==> src/rtl/mips_ctrl_pkg.sv <==
// Shared encodings for the multicycle MIPS control path: opcodes, ALU_Op
// codes (also decoded by ALUandALUControl), FSM states and the control word.
package mips_ctrl_pkg;

  localparam logic [5:0] OP_RTYPE = 6'b000000;
  localparam logic [5:0] OP_LW    = 6'b100011;
  localparam logic [5:0] OP_SW    = 6'b101011;
  localparam logic [5:0] OP_BEQ   = 6'b000100;
  localparam logic [5:0] OP_J     = 6'b000010;
  localparam logic [5:0] OP_ADDI  = 6'b001000;

  localparam logic [1:0] ALUOP_ADD  = 2'b00;
  localparam logic [1:0] ALUOP_SUB  = 2'b01;
  localparam logic [1:0] ALUOP_FUNC = 2'b10;

  typedef enum logic [3:0] {
    S_FETCH   = 4'd0,
    S_DECODE  = 4'd1,
    S_MEMADR  = 4'd2,
    S_MEMRD   = 4'd3,
    S_MEMWB   = 4'd4,
    S_MEMWR   = 4'd5,
    S_EXECUTE = 4'd6,
    S_ALUWB   = 4'd7,
    S_BRANCH  = 4'd8,
    S_JUMP    = 4'd9,
    S_ADDIEX  = 4'd10,
    S_ADDIWB  = 4'd11
  } state_e;

  // Per-state control word; all-zero is the idle/recovery value.
  typedef struct packed {
    logic [1:0] alu_op;
    logic       alu_src_a;
    logic [1:0] alu_src_b;
    logic       iord;
    logic       mem_read;
    logic       mem_write;
    logic       ir_write;
    logic       mem_to_reg;
    logic       reg_dst;
    logic       reg_write;
    logic [1:0] pc_source;
    logic       pc_write;
    logic       pc_write_cond;
  } ctrl_t;

endpackage

==> src/rtl/multicycle_control_outdec.sv <==
// Purely combinational state-to-control-word decoder (Moore outputs).
module multicycle_control_outdec
  import mips_ctrl_pkg::*;
(
  input  state_e state,
  output ctrl_t  ctrl
);

  // Decode the current state into datapath controls; unlisted fields stay 0.
  always_comb begin
    ctrl = '0;
    case (state)
      S_FETCH: begin
        ctrl.mem_read  = 1'b1;
        ctrl.ir_write  = 1'b1;
        ctrl.alu_src_b = 2'b01;
        ctrl.alu_op    = ALUOP_ADD;
        ctrl.pc_write  = 1'b1;
      end
      S_DECODE: begin
        // PC + (imm << 2) lands in ALUOut as the speculative branch target.
        ctrl.alu_src_b = 2'b11;
        ctrl.alu_op    = ALUOP_ADD;
      end
      S_MEMADR: begin
        ctrl.alu_src_a = 1'b1;
        ctrl.alu_src_b = 2'b10;
        ctrl.alu_op    = ALUOP_ADD;
      end
      S_MEMRD: begin
        ctrl.mem_read = 1'b1;
        ctrl.iord     = 1'b1;
      end
      S_MEMWB: begin
        ctrl.reg_write  = 1'b1;
        ctrl.mem_to_reg = 1'b1;
      end
      S_MEMWR: begin
        ctrl.mem_write = 1'b1;
        ctrl.iord      = 1'b1;
      end
      S_EXECUTE: begin
        ctrl.alu_src_a = 1'b1;
        ctrl.alu_op    = ALUOP_FUNC;
      end
      S_ALUWB: begin
        ctrl.reg_write = 1'b1;
        ctrl.reg_dst   = 1'b1;
      end
      S_BRANCH: begin
        ctrl.alu_src_a     = 1'b1;
        ctrl.alu_op        = ALUOP_SUB;
        ctrl.pc_source     = 2'b01;
        ctrl.pc_write_cond = 1'b1;
      end
      S_JUMP: begin
        ctrl.pc_source = 2'b10;
        ctrl.pc_write  = 1'b1;
      end
      S_ADDIEX: begin
        ctrl.alu_src_a = 1'b1;
        ctrl.alu_src_b = 2'b10;
        ctrl.alu_op    = ALUOP_ADD;
      end
      S_ADDIWB: begin
        ctrl.reg_write = 1'b1;
      end
      default: ctrl = '0;
    endcase
  end

endmodule

==> src/rtl/multicycle_control.sv <==
// Main control FSM of the multicycle MIPS datapath: state register,
// next-state logic and the Zero_Flag-qualified PC enable.
module multicycle_control
  import mips_ctrl_pkg::*;
#(
  parameter int STATE_W = 4
) (
  input  logic               clk,
  input  logic               reset,
  input  logic [5:0]         Opcode,
  input  logic               Zero_Flag,
  output logic [1:0]         ALU_Op,
  output logic               ALUSrcA,
  output logic [1:0]         ALUSrcB,
  output logic               IorD,
  output logic               MemRead,
  output logic               MemWrite,
  output logic               IRWrite,
  output logic               MemtoReg,
  output logic               RegDst,
  output logic               RegWrite,
  output logic [1:0]         PCSource,
  output logic               PC_En,
  output logic               Illegal_Op,
  output logic [STATE_W-1:0] State
);

  state_e state_q;
  state_e state_d;
  ctrl_t  ctrl;
  logic   illegal_d;

  // State register; reset forces FETCH so no partial writeback completes.
  always_ff @(posedge clk or posedge reset) begin
    if (reset) state_q <= S_FETCH;
    else       state_q <= state_d;
  end

  // Next-state logic; Opcode only matters in DECODE and MEMADR (IR holds it).
  always_comb begin
    state_d   = S_FETCH;
    illegal_d = 1'b0;
    case (state_q)
      S_FETCH:   state_d = S_DECODE;
      S_DECODE: begin
        case (Opcode)
          OP_LW, OP_SW: state_d = S_MEMADR;
          OP_RTYPE:     state_d = S_EXECUTE;
          OP_BEQ:       state_d = S_BRANCH;
          OP_J:         state_d = S_JUMP;
          OP_ADDI:      state_d = S_ADDIEX;
          default: begin
            state_d   = S_FETCH;
            illegal_d = 1'b1;
          end
        endcase
      end
      S_MEMADR:  state_d = (Opcode == OP_SW) ? S_MEMWR : S_MEMRD;
      S_MEMRD:   state_d = S_MEMWB;
      S_EXECUTE: state_d = S_ALUWB;
      S_ADDIEX:  state_d = S_ADDIWB;
      default:   state_d = S_FETCH;
    endcase
  end

  multicycle_control_outdec u_outdec (
    .state (state_q),
    .ctrl  (ctrl)
  );

  assign ALU_Op     = ctrl.alu_op;
  assign ALUSrcA    = ctrl.alu_src_a;
  assign ALUSrcB    = ctrl.alu_src_b;
  assign IorD       = ctrl.iord;
  assign MemRead    = ctrl.mem_read;
  assign MemWrite   = ctrl.mem_write;
  assign IRWrite    = ctrl.ir_write;
  assign MemtoReg   = ctrl.mem_to_reg;
  assign RegDst     = ctrl.reg_dst;
  assign RegWrite   = ctrl.reg_write;
  assign PCSource   = ctrl.pc_source;
  assign PC_En      = ctrl.pc_write | (ctrl.pc_write_cond & Zero_Flag);
  assign Illegal_Op = illegal_d;
  assign State      = STATE_W'(state_q);

endmodule

==> config.mk <==
export PLATFORM = sky130hd
export DESIGN_NAME = multicycle_control
export DESIGN_NICKNAME = d
export VERILOG_FILES = /design/src/rtl/mips_ctrl_pkg.sv /design/src/rtl/multicycle_control_outdec.sv /design/src/rtl/multicycle_control.sv
export SDC_FILE = /design/constraint.sdc
export NUM_CORES = 1
export LEC_CHECK = 0
export ABC_AREA = 1
export ABC_CLOCK_PERIOD_IN_PS = 1000
export CAP_MARGIN = 5
export CELL_PAD_IN_SITES_DETAIL_PLACEMENT = 0
export CELL_PAD_IN_SITES_GLOBAL_PLACEMENT = 1
export CORE_UTILIZATION = 21
export DETAILED_ROUTE_END_ITERATION = 7
export PLACE_DENSITY_LB_ADDON = 0.1
export SLEW_MARGIN = 40
export SYNTH_ARGS = -nofsm -noshare
export SYNTH_HDL_FRONTEND = slang
export SYNTH_SLANG_ARGS = --single-unit
==> constraint.sdc <==
create_clock -name clk -period 1 [get_ports clk]
set_input_delay 0.15 -clock clk [delete_from_list [all_inputs] [get_ports clk]]
set_output_delay 0.15 -clock clk [all_outputs]
set_load 0.02 [all_outputs]
==> impl_metrics.py <==
metrics = {
    "outcome": {
        "status": "finished with violations",
        "violations": "setup timing",
    },
    "floorplanning": {
        "core_area_um2": 2000,
        "rows": 16,
        "io_pins": 29,
        "start_util_pct": 22.6,
        "die_w_um": 48.4,
        "die_area_um2": 2350,
        "die_h_um": 48.4,
    },
    "placement": {
        "placed_area_um2": 1020,
        "post-place-cells": 165,
        "gp_congestion": 0.817,
        "dpl.hpwl_um": 1210,
        "port_buffers": 28,
    },
    "clock_network": {
        "clkSlewWorstSetupHoldPaths_ps": 40,
        "cts_tree": "yes",
        "clk_path_buf_depth": 2,
        "htreeDepth": 1,
        "cts_buffers": 3,
        "cts.sinks": 4,
        "worst_skew_pair.late_latency_ps": 230,
        "cts_hold_buffers": 0,
        "cts_root_buf": "clkbuf_4",
    },
    "global_routing": {
        "first_global_vias": 640,
        "grt.overflow.total": 0,
        "antenna_found_initial": 0,
        "grt_max_degree": 8,
        "grt_use_total_pct": 14.2,
        "grt_pass1_wl_um": 2610,
    },
    "synth": {
        "synth_compound_area_share_pct": 6.63,
        "synth.distinct_cells": 10,
        "postSynthCellCount": 90,
        "syn_avg_cell_area_um2": 5.03,
        "ys_seq_elements": 4,
        "synth_area_um2": 453,
        "synthMuxAreaShare_pct": 0,
        "synth_top_family_by_area": "simple AND/OR/NAND/NOR gates",
        "seq_area_frac_synth_pct": 22.1,
        "synth-simple-area-share_pct": 54.7,
        "synth_xor_area_share_pct": 0,
        "synthAdderAreaFrac_pct": 0,
        "synth_nets": 99,
        "ys_warn_count": 0,
    },
    "sta": {
        "rsz0062_at_grt": "yes",
        "max_slew_margin_pct": 87.0,
        "finalSetupViolCount": 22,
        "fin_tns_setup_ps": -7410,
        "fin_crit_sh_pct": 146,
        "worst_slack_ps": -455,
        "finalHoldViolCount": 0,
        "period_minus_slack_ps": 1460,
        "fin_skew_ps": 3.50,
        "slew_viol_final": 0,
        "worst_slew_pin_slew_ps": 193,
        "clock.fmax_ghz": 0.687,
    },
    "setup_path": {
        "critical-path-slowest-cell": "dfrtp_2",
        "cpPeakStageDelay_ps": 460,
        "path_buf_inv": 2,
        "cpLargestDelayFamily": "flip-flops",
        "crit_fanout": 7,
        "start_kind": "flop",
        "endpoint_kind": "output port",
        "worstPathCellList": "nor2_2 > inv_2 > nor2_4 > or2_4 > buf_6",
        "arrival_ps": 1310,
        "criticalPathCategory": "flop to output port",
        "worstPathRequired_ps": 850,
    },
    "finish": {
        "final_util_pct": 59.8,
        "diodes": 0,
        "design_area_um2": 1200,
        "drive_gt1_share_pct": 63.9,
        "area_growth_pct": 164,
        "n_fill_cell": 202,
        "multi_input_area_um2": 455,
        "largest_reg_flops": 4,
        "instances_no_fill": 174,
        "nets": 158,
        "ff_latch_area_um2": 105,
    },
    "drt": {
        "routed_wl_um": 1540,
        "drt_pass1_iterations": 4,
        "vias": 705,
        "drt-initial-drc-count": 6,
        "drc": 0,
        "ant_nets": 0,
        "avgRoutedWirePerCell_um": 8.87,
        "viasPerCell": 4.05,
    },
    "min_path": {
        "worst_hold_path_type": "primary input to asynchronous set/reset pin",
    },
    "power_and_ir_drop": {
        "leakage_uw": 0.000599,
        "p_per_area_nw_per_um2": 1940,
        "ir_drop_uv": 1320,
        "finalPower_uw": 2320,
    },
    "flow_run": {
        "maxCapViolations": 0,
    },
}
[power by group]
part           switching (uW)  internal [uW]  leakage [uW]
Clock                    60.7            134     0.0000138
Combinational             953            895      0.000538
Sequential               70.9            205     0.0000474
[layout by cell type, fill, tap and decap left out]
master / Yosys / layout
o21ai_1: 0 / 1
clkbuf_4: 0 / 3
nand2_8: 0 / 2
a21oi_2: 0 / 1
inv_1: 19 / 10
nand2_4: 0 / 2
inv_6: 0 / 1
buf_6: 0 / 20
nor2_4: 0 / 11
inv_4: 0 / 1
clkdlybuf4s50_1: 0 / 8
clkbuf_2: 0 / 1
or2_4: 0 / 1
nand2_2: 0 / 4
o21ai_4: 0 / 1
nor2_2: 4 / 5
nand3_1: 8 / 6
buf_4: 0 / 25
nor2_1: 24 / 12
nand2_1: 23 / 15
o21ai_0: 5 / 1
o21ai_2: 0 / 2
nand3_2: 0 / 2
inv_2: 1 / 8
dfrtp_2: 0 / 4
[what timing repair did]
item / in CTS / in global routing
hold endpoints to repair: 0 / 0
pin swaps: 8 / 5
resized for setup: 124 / 19
setup endpoints to repair: 24 / 24
buffers inserted: 4 / 2
[cells by family after synthesis]
family                 count (synthesis)
AOI/OAI and AO/OA                      6
buffers and inverters                 20
DFF                                    4
and+or+nand+nor                       60
[synthesized netlist by cell type]
library cell,n,area (um2)
a21oi_1,1,5.00
dfrtp_1,4,100
inv_1,19,71.3
inv_2,1,3.75
nand2_1,23,86.3
nand3_1,8,40.0
nor2_1,24,90.1
nor2_2,4,25.0
o21ai_0,5,25.0
or2_1,1,6.26
[metal layers]
layer / track usage, % / wire length (um) / vias up
met2: 24.6 / 804 / 17
met1: 16.7 / 652 / 302
met3: 3.77 / 76 / 3
li1: - / - / 383
met4: 4.90 / 10 / 0
met5: 0 / 0 / -
[worst register-to-register path, stage by stage (launching register included)]
cell and delay, ps:
dfrtp_2 430, buf_6 140, inv_6 50, nand2_8 60, buf_6 110, buf_6 100, buf_6 100, nor2_4 90
nor2_1 50, nand3_1 70
[through the flow]
step	setup slack (ps)	hold WS [ps]
2_1_floorplan	-212	-83.9
3_3_place_gp	-849	337
3_5_place_dp	-880	344
4_1_cts	-452	88.8
5_1_grt	-515	115
6_report	-455	98.8
[area by class of cell]
type	instances	share of cell area (%)
clock buffer	3	1.88
inverter	20	6.90
multi-input combinational	66	38.0
sequential	4	8.78
tap	27	2.82
timing repair buffer	54	41.6
[final timing paths]
kind / start / end / slack [ps] / depth (start not counted)
setup / recovery: State[1] / ALUSrcA / -460 / 5
max in group asynchronous: reset / State[0] / 730 / 2
setup reg to reg: State[2] / State[1] / -280 / 9
hold reg to reg: State[2] / State[0] / 850 / 4
min in group clk: Opcode[3] / State[2] / 670 / 5
hold / removal: reset / State[2] / 100 / 2
No activity file was read; power rests on OpenSTA's default activity.
